## config.mk

```make
export PLATFORM = sky130hd
export DESIGN_NAME = parity_pop_scheduler
export DESIGN_NICKNAME = d
export VERILOG_FILES = /design/src/rtl/parity_pop_scheduler.sv
export SDC_FILE = /design/constraint.sdc
export NUM_CORES = 1
export LEC_CHECK = 0
export ABC_AREA = 1
export ABC_CLOCK_PERIOD_IN_PS = 3700
export BUFFER_PORTS_ARGS = -buffer_cell sky130_fd_sc_hd__buf_2
export CAP_MARGIN = 5
export CORE_UTILIZATION = 30
export DETAILED_ROUTE_END_ITERATION = 16
export SYNTH_ARGS = -nofsm -noshare
export SYNTH_HDL_FRONTEND = slang
export SYNTH_SLANG_ARGS = --single-unit
export TNS_END_PERCENT = 20
```

## constraint.sdc

```tcl
create_clock -name clk -period 3.7 [get_ports clk]
set_input_delay 0.37 -clock clk [delete_from_list [all_inputs] [get_ports clk]]
set_output_delay 0.37 -clock clk [all_outputs]
set_load 0.05 [all_outputs]
```

## src/rtl/parity_pop_scheduler.sv

```systemverilog
// parity_pop_scheduler: parity-checking FIFO pop controller that hands
// good words to NUM_RX receivers round-robin, re-assigning stalled owners.
module parity_pop_scheduler #(
  parameter int DATA_WIDTH        = 8,
  parameter int NUM_RX            = 4,
  parameter bit EVEN_ODD          = 1'b0,
  parameter bit SELECT_PARITY_BIT = 1'b0,
  parameter int HOLD_TIMEOUT      = 16,
  parameter int ERR_CNT_WIDTH     = 8
) (
  input  logic                       clk,
  input  logic                       rst,
  input  logic [DATA_WIDTH:0]        data_in,
  input  logic                       pop_valid_fifo,
  output logic                       pop_grant_fifo,
  input  logic [NUM_RX-1:0]          req_receiver,
  input  logic [NUM_RX-1:0]          rx_enable,
  output logic [NUM_RX-1:0]          pop_valid_receiver,
  input  logic [NUM_RX-1:0]          pop_grant_receiver,
  output logic [DATA_WIDTH-1:0]      data_out,
  output logic [$clog2(NUM_RX)-1:0]  owner,
  output logic                       parity_err,
  output logic [ERR_CNT_WIDTH-1:0]   parity_err_count
);

  localparam int OW = $clog2(NUM_RX);
  localparam int TW = (HOLD_TIMEOUT > 1) ? $clog2(HOLD_TIMEOUT) : 1;
  localparam logic [TW-1:0] T_LAST =
    TW'((HOLD_TIMEOUT > 0) ? HOLD_TIMEOUT - 1 : 0);

  typedef enum logic {IDLE, HOLD} state_t;

  state_t                  state_q, state_d;
  logic [OW-1:0]           owner_d, last_q, last_d;
  logic [TW-1:0]           timer_q, timer_d;
  logic [DATA_WIDTH-1:0]   data_d;
  logic [NUM_RX-1:0]       pvr_d;
  logic                    perr_d;
  logic [ERR_CNT_WIDTH-1:0] cnt_d;

  logic                    par_bit;
  logic                    good;
  logic [DATA_WIDTH-1:0]   payload;
  logic [NUM_RX-1:0]       elig;
  logic [NUM_RX-1:0]       elig_re;
  logic [NUM_RX-1:0]       own_oh;
  logic [OW-1:0]           pick_new;
  logic [OW-1:0]           pick_re;
  logic                    fire;
  logic                    xfer;
  logic                    expire;

  // First set bit of m strictly after prev, wrapping back to prev last.
  function automatic logic [OW-1:0] rr_pick(
    input logic [NUM_RX-1:0] m,
    input logic [OW-1:0]     prev
  );
    logic [OW-1:0] r;
    logic          hit;
    int            idx;
    r   = prev;
    hit = 1'b0;
    for (int i = 1; i <= NUM_RX; i++) begin
      idx = (int'(prev) + i) % NUM_RX;
      if (!hit && m[idx]) begin
        r   = OW'(idx);
        hit = 1'b1;
      end
    end
    return r;
  endfunction

  assign par_bit  = SELECT_PARITY_BIT ? data_in[DATA_WIDTH] : data_in[0];
  assign good     = (par_bit == EVEN_ODD);
  assign payload  = SELECT_PARITY_BIT ? data_in[DATA_WIDTH-1:0]
                                      : data_in[DATA_WIDTH:1];
  assign elig     = req_receiver & rx_enable;
  assign own_oh   = NUM_RX'(1) << owner;
  assign elig_re  = elig & ~own_oh;
  assign pick_new = rr_pick(elig, last_q);
  assign pick_re  = rr_pick(elig_re, owner);

  assign pop_grant_fifo = !rst && (state_q == IDLE) && (!good || (|elig));
  assign fire   = pop_grant_fifo && pop_valid_fifo;
  assign xfer   = (state_q == HOLD) && (|(pop_grant_receiver & own_oh));
  assign expire = (state_q == HOLD) && !xfer && (HOLD_TIMEOUT != 0) &&
                  (timer_q == T_LAST);

  always_comb begin
    state_d = state_q;
    owner_d = owner;
    last_d  = last_q;
    timer_d = timer_q;
    data_d  = data_out;
    pvr_d   = pop_valid_receiver;
    perr_d  = 1'b0;
    cnt_d   = parity_err_count;
    unique case (state_q)
      IDLE: begin
        if (fire && !good) begin
          perr_d = 1'b1;
          if (parity_err_count != '1) cnt_d = parity_err_count + 1'b1;
        end else if (fire) begin
          data_d  = payload;
          owner_d = pick_new;
          timer_d = '0;
          pvr_d   = NUM_RX'(1) << pick_new;
          state_d = HOLD;
        end
      end
      HOLD: begin
        if (xfer) begin
          last_d  = owner;
          pvr_d   = '0;
          state_d = IDLE;
        end else if (expire) begin
          // No other eligible receiver: the current owner keeps the word.
          owner_d = (|elig_re) ? pick_re : owner;
          pvr_d   = (|elig_re) ? (NUM_RX'(1) << pick_re) : own_oh;
          timer_d = '0;
        end else begin
          timer_d = timer_q + 1'b1;
        end
      end
      default: state_d = IDLE;
    endcase
  end

  always_ff @(posedge clk) begin
    if (rst) begin
      state_q            <= IDLE;
      owner              <= '0;
      last_q             <= OW'(NUM_RX - 1);
      timer_q            <= '0;
      data_out           <= '0;
      pop_valid_receiver <= '0;
      parity_err         <= 1'b0;
      parity_err_count   <= '0;
    end else begin
      state_q            <= state_d;
      owner              <= owner_d;
      last_q             <= last_d;
      timer_q            <= timer_d;
      data_out           <= data_d;
      pop_valid_receiver <= pvr_d;
      parity_err         <= perr_d;
      parity_err_count   <= cnt_d;
    end
  end

endmodule

```

### Word-level counts from Yosys, hierarchy flattened

Index checks and enable logic that the tools add are counted.

| storage, ports and cells | value |
|---|---|
| word-level logic and storage cells | 151 |
| latch bits | 0 |
| memories kept | 0 |
| output and inout port bits | 24 |
| memory bits (writable) | 0 |
| input port bits | 24 |
| memory bits (read-only) | 0 |
| flip-flop bits (word level) | 30 |

| operators by class | value |
|---|---|
| multipliers | 0 |
| shifts and indexed selects | 3 |
| $add $sub $neg | 10 |
| divide/modulo/power cells | 0 |
| $lt $le $gt $ge | 8 |
| multiplexer cells | 60 |
| bitwise logic cells | 14 |
| reductions and logical operators | 40 |
| equality and inequality tests | 8 |

Operators with widths:

| kind | number |
|---|---|
| $mux 4 | 9 |
| $lt 3x4->1 const B | 8 |
| $mux 1 | 26 |
| $mux 2 | 13 |
| $reduce_or 2->1 | 9 |
| $bmux 1 s2 | 8 |
| $pmux 4 s2 | 2 |
| $logic_and 1x1->1 | 13 |
| $and 4x4->4 | 3 |
| $reduce_and 3->1 | 4 |
| $reduce_or 4->1 | 3 |
| $shl 1x2->4 const A | 3 |
| $add 2x1->2 const B | 4 |
| $add 2x2->2 const B | 4 |
| $add 8x1->8 const B | 1 |
| $and 1x1->1 const A | 8 |
| $logic_not 1->1 | 8 |
| $ne 8x8->1 const B | 1 |
| $ne 2x2->1 const B | 3 |
| $reduce_and 5->1 | 1 |
| $add 4x1->4 const B | 1 |
| $eq 4x4->1 const B | 1 |
| $ne 2x1->1 const B | 2 |
| $not 4->4 | 1 |
| 6 further kinds | 7 |

### Logic depth before layout (Yosys ltp)

| logic depth | value |
|---|---|
| word-level depth | 21 |
| mapped depth | 17 |
| depth with buffers taken out | 16 |

### Worst setup path before layout

Ideal clock, no wire load.

| timing path | value |
|---|---|
| kind | register to register |
| start point | register owner[0] |
| end point | register pop_valid_receiver[2] |
| arrival time | 2175 ps |
| path slack | 1458 ps |
| clock period less this slack | 2242 ps |
| path buffers | 1 |
| cell stages (with the launch flop) | 15 |
| setup time | 67 ps |
| cells stage by stage | dfxtp_1 > buf_6 > inv_4 > ha_1 > inv_1 > nand3_1 > nand2_2 > nand3_2 > nand2_1 > nand2_2 > nor2_2 > nand2_1 > nand2_1 > nand2_1 > a21oi_2 |

| on the way | value |
|---|---|
| longest elaborated chain between the ends | 21 |
| elaborated cells between the ends (all ways) | 46 |

RTL lines:

| item | line | text |
|---|---|---|
| start, declared | 21 | `output logic [$clog2(NUM_RX)-1:0] owner,` |
| start signal, assigned | 141 | `owner <= owner_d;` |
| branches (longest 21 deep; another with $add 2x1->2) | -- |  |
| end signal, assigned | 145 | `pop_valid_receiver <= pvr_d;` |
| end, declared | 18 | `output logic [NUM_RX-1:0] pop_valid_receiver,` |

Parallel ways; which one is timed is not known. The select of a mux whose other input is x is not followed.
A chain may end at the register's enable or synchronous reset.

### Worst setup path after layout

| timing path | value |
|---|---|
| start point | register owner[0] |
| end point | register owner[0] |

| on the way | value |
|---|---|
| longest elaborated chain between the ends | 20 |
| elaborated cells between the ends (all ways) | 47 |

RTL lines:

| item |
|---|
| branches (longest 20 deep; another with $add 2x1->2) |

Parallel ways; which one is timed is not known. The select of a mux whose other input is x is not followed.

==> results.cfg <==
[run_status]
run_status = finished, final reports clean

[worst_setup_path]
crit_family = simple AND/OR/NAND/NOR gates
crit_top_cell = nand2_1
cp_slowest_cell = dfxtp_1
end_kind = flop
r2r_end = owner[0]$_SDFFE_PP0P_
worstPathCellList = inv_4 -> ha_1 -> nand2_1 -> nand4_1 -> nor2_2 -> nand2_1 -> o21ai_1 -> nand2_2 -> clkinv_1 -> nand2_1 -> a21oi_1 -> nor2_1
crit_type = flop to flop
cp-start-kind = flop
cp.arrival_ps = 2420
ff2ff_setup_slack_ps = 1450
max_stage_delay_ps = 620
rr_startpoint = owner[0]$_SDFFE_PP0P_
cp_max_fo = 12
reg2reg_depth = 12
cp_num_buf_inv = 2
required_ps = 3870

[sta]
post-route-min-period_ps = 2250
fmax_mhz = 445
setup-tns-final_ps = 0
slew_viol_final = 0
finalHoldWorstSlack_ps = 356
period_share = 0.608
hold_violations = 0
worstMarginPinSlew_ps = 645
relSlewSlack = 0.569
setup_ws_ps = 1450
rsz0062_at_grt = false
clock-skew-final_ps = 5.29
setup_viol = 0

[clock_network]
cts_tree = done
clk_latency_ps = 280
postCtsResizedCells = 0
cts_setup_buffers = 0
root_buffer = clkbuf_8
cts_max_path_buffers = 2
cts_buffers = 5
cts_hold_buf = 0
h-tree-depth = 2
numClockSinks = 30
clkTransAtPathRegs_ps = 70

[placed_design]
placed_cell_area_um2 = 2300
dp_hpwl_mm = 3.72
io_buffers = 47
post-place-ws_ps = 1450
finalWeightedCongestion = 0.793

[die]
die_area_um2 = 7000
std_cell_rows = 29
io_pins = 48
die-height_um = 83.7
fp.dieW_um = 83.7
start_util = 0.313
core_area_um2 = 6390

[layout]
fillCellCount = 688
final-seq-area_um2 = 601
drive_above_1_share = 0.258
multi_input_area_um2 = 1190
area_growth_pct = 19.4
design_area_um2 = 2390
diodes = 0
fin_nets = 383

[synth]
synth_warnings = 0
ys_ff_latch = 30
synthDistinctLibCells = 33
syn_inst = 303
syn_area_per_cell_um2 = 6.61
yosysSeqAreaShare = 0.300
netlist_area_um2 = 2000
synth_nets = 334

[global_route]
gr-usage-all-layers = 0.140
grt_pass1_vias = 1836
grt_antenna_before_repair = 0
grt_overflow = 0
grt_max_degree = 26
grt_pass1_wl_mm = 8.09

[power]
vdd_drop_max_mv = 0.202
power.density_nw_per_um2 = 373
power_leakage_nw = 1.15
power_mw = 0.891

[drt]
dr.pass1.iters = 4
antenna_left = 0
num_vias = 2044
routed_wl_mm = 4.74
avgViaCountPerCell = 4.75
drtIter0Drc = 85
wire_per_inst_um = 11.0
drcViolationCount = 0

[min_path]
hold_path.class = input pin to flop
hold_path_end = data_out[6]$_SDFFE_PP0P_
hold_depth = 3
hp-start = data_in[7]

[flow_run]
drv_cap = 0
power by group:
part / total, mW / internal [mW] / switching [mW] / leakage [nW]
clock: 0.269 / 0.150 / 0.120 / 0.0482
sequential: 0.353 / 0.338 / 0.0151 / 0.244
combinational: 0.268 / 0.0823 / 0.186 / 0.862
registers in the layout, indices dropped and copies added, names as in the netlist:
| name | count |
|---|---|
| parity_err | 1 |
| timer_q | 4 |
| data_out | 8 |
| last_q | 2 |
| owner | 2 |
| parity_err_count | 8 |
| state_q | 1 |
| pop_valid_receiver | 4 |
cell type report:
class | count | share of cell area
multi-input combinational | 225 | 0.498
clock inverter | 1 | 0.00209
tap | 77 | 0.0403
sequential | 30 | 0.251
timing repair buffer | 47 | 0.0984
clock buffer | 7 | 0.0361
inverter | 43 | 0.0738
worst reg2reg max path, delay by kind of cell, from the launching register on:
kind / cells / cell delay, ps
buf+inv: 2 / 200
fa+ha+maj: 1 / 280
flops: 1 / 620
simple gates: 7 / 760
compound gates: 2 / 270
worst max path at each step:
| stage | end | slack, ps | depth (start not counted) | startpoint |
|---|---|---|---|---|
| floorplan | pop_valid_receiver[2]$_SDFFE_PP0P_ | 1460 | 14 | owner[0]$_SDFFE_PP0P_ |
| global placement | owner[0]$_SDFFE_PP0P_ | 1430 | 12 | owner[0]$_SDFFE_PP0P_ |
| detailed placement | owner[0]$_SDFFE_PP0P_ | 1450 | 12 | owner[0]$_SDFFE_PP0P_ |
| CTS | owner[0]$_SDFFE_PP0P_ | 1430 | 12 | owner[0]$_SDFFE_PP0P_ |
| global route | pop_valid_receiver[0]$_SDFFE_PP0P_ | 1180 | 13 | owner[0]$_SDFFE_PP0P_ |
| finish | owner[0]$_SDFFE_PP0P_ | 1450 | 12 | owner[0]$_SDFFE_PP0P_ |
kinds of logic after synthesis:
kind of cell / share of synthesized area
AOI/OAI and AO/OA: 0.156
xor gates and xnor gates: 0.00438
adders and majority gates: 0.0437
DFF: 0.300
and+or+nand+nor: 0.390
buffers and inverters: 0.106
placed cells by master, fill, tap and decap left out:
| cell | synthesis | layout |
|---|---|---|
| nand2_4 | 6 | 6 |
| nand4_1 | 12 | 12 |
| inv_1 | 31 | 31 |
| and3_1 | 2 | 2 |
| clkinv_4 | 1 | 1 |
| clkbuf_1 | 2 | 1 |
| inv_6 | 1 | 1 |
| clkbuf_8 | 0 | 6 |
| o21ai_0 | 18 | 18 |
| clkinv_2 | 0 | 1 |
| o21a_1 | 1 | 1 |
| nand3b_1 | 1 | 1 |
| dfxtp_1 | 30 | 30 |
| clkinv_1 | 1 | 1 |
| o211ai_1 | 2 | 2 |
| nand2_1 | 68 | 68 |
| nand3_2 | 2 | 2 |
| xor2_1 | 1 | 1 |
| ha_1 | 7 | 7 |
| a21oi_2 | 1 | 1 |
| nand3b_2 | 1 | 1 |
| inv_4 | 2 | 2 |
| buf_2 | 1 | 47 |
| nor2_2 | 2 | 2 |
| o21ai_1 | 9 | 9 |
| nand3_1 | 31 | 31 |
| o211a_1 | 1 | 1 |
| nor3_2 | 1 | 1 |
| nand2_2 | 12 | 12 |
| a21oi_1 | 24 | 24 |
| a21boi_1 | 1 | 1 |
| nor2_1 | 21 | 21 |
| o21ai_2 | 1 | 1 |
| inv_2 | 7 | 7 |
layer usage:
| layer | global-route usage | part of all wire |
|---|---|---|
| met2 | 0.234 | 0.47 |
| met1 | 0.183 | 0.49 |
| met5 | 0 | 0 |
| met3 | 0.0317 | 0.030 |
| met4 | 0.0277 | 0.0076 |
through the flow:
stage          utilization  std cells
2_1_floorplan            -        303
5_1_grt              0.374        430
3_3_place_gp         0.360        422
3_5_place_dp         0.360        422
6_report             0.374        430
4_1_cts              0.374        430
synthesized netlist by cell type, drive strengths merged:
library cell   n  area (µm²)
nand2         86         398
inv           41         164
nand3         33         175
dfxtp         30         601
o21ai         28         144
a21oi         25         129
nor2          23        91.3
nand4         12        75.1
ha             7        87.6
buf            3        27.5
and3           2        12.5
clkbuf         2        7.51
clkinv         2        12.5
nand3b         2        18.8
o211ai         2        15.0
a21boi         1        7.51
nor3           1        10.0
o211a          1        10.0
o21a           1        7.51
xor2           1        8.76
Power figures use the tool's default switching activity.
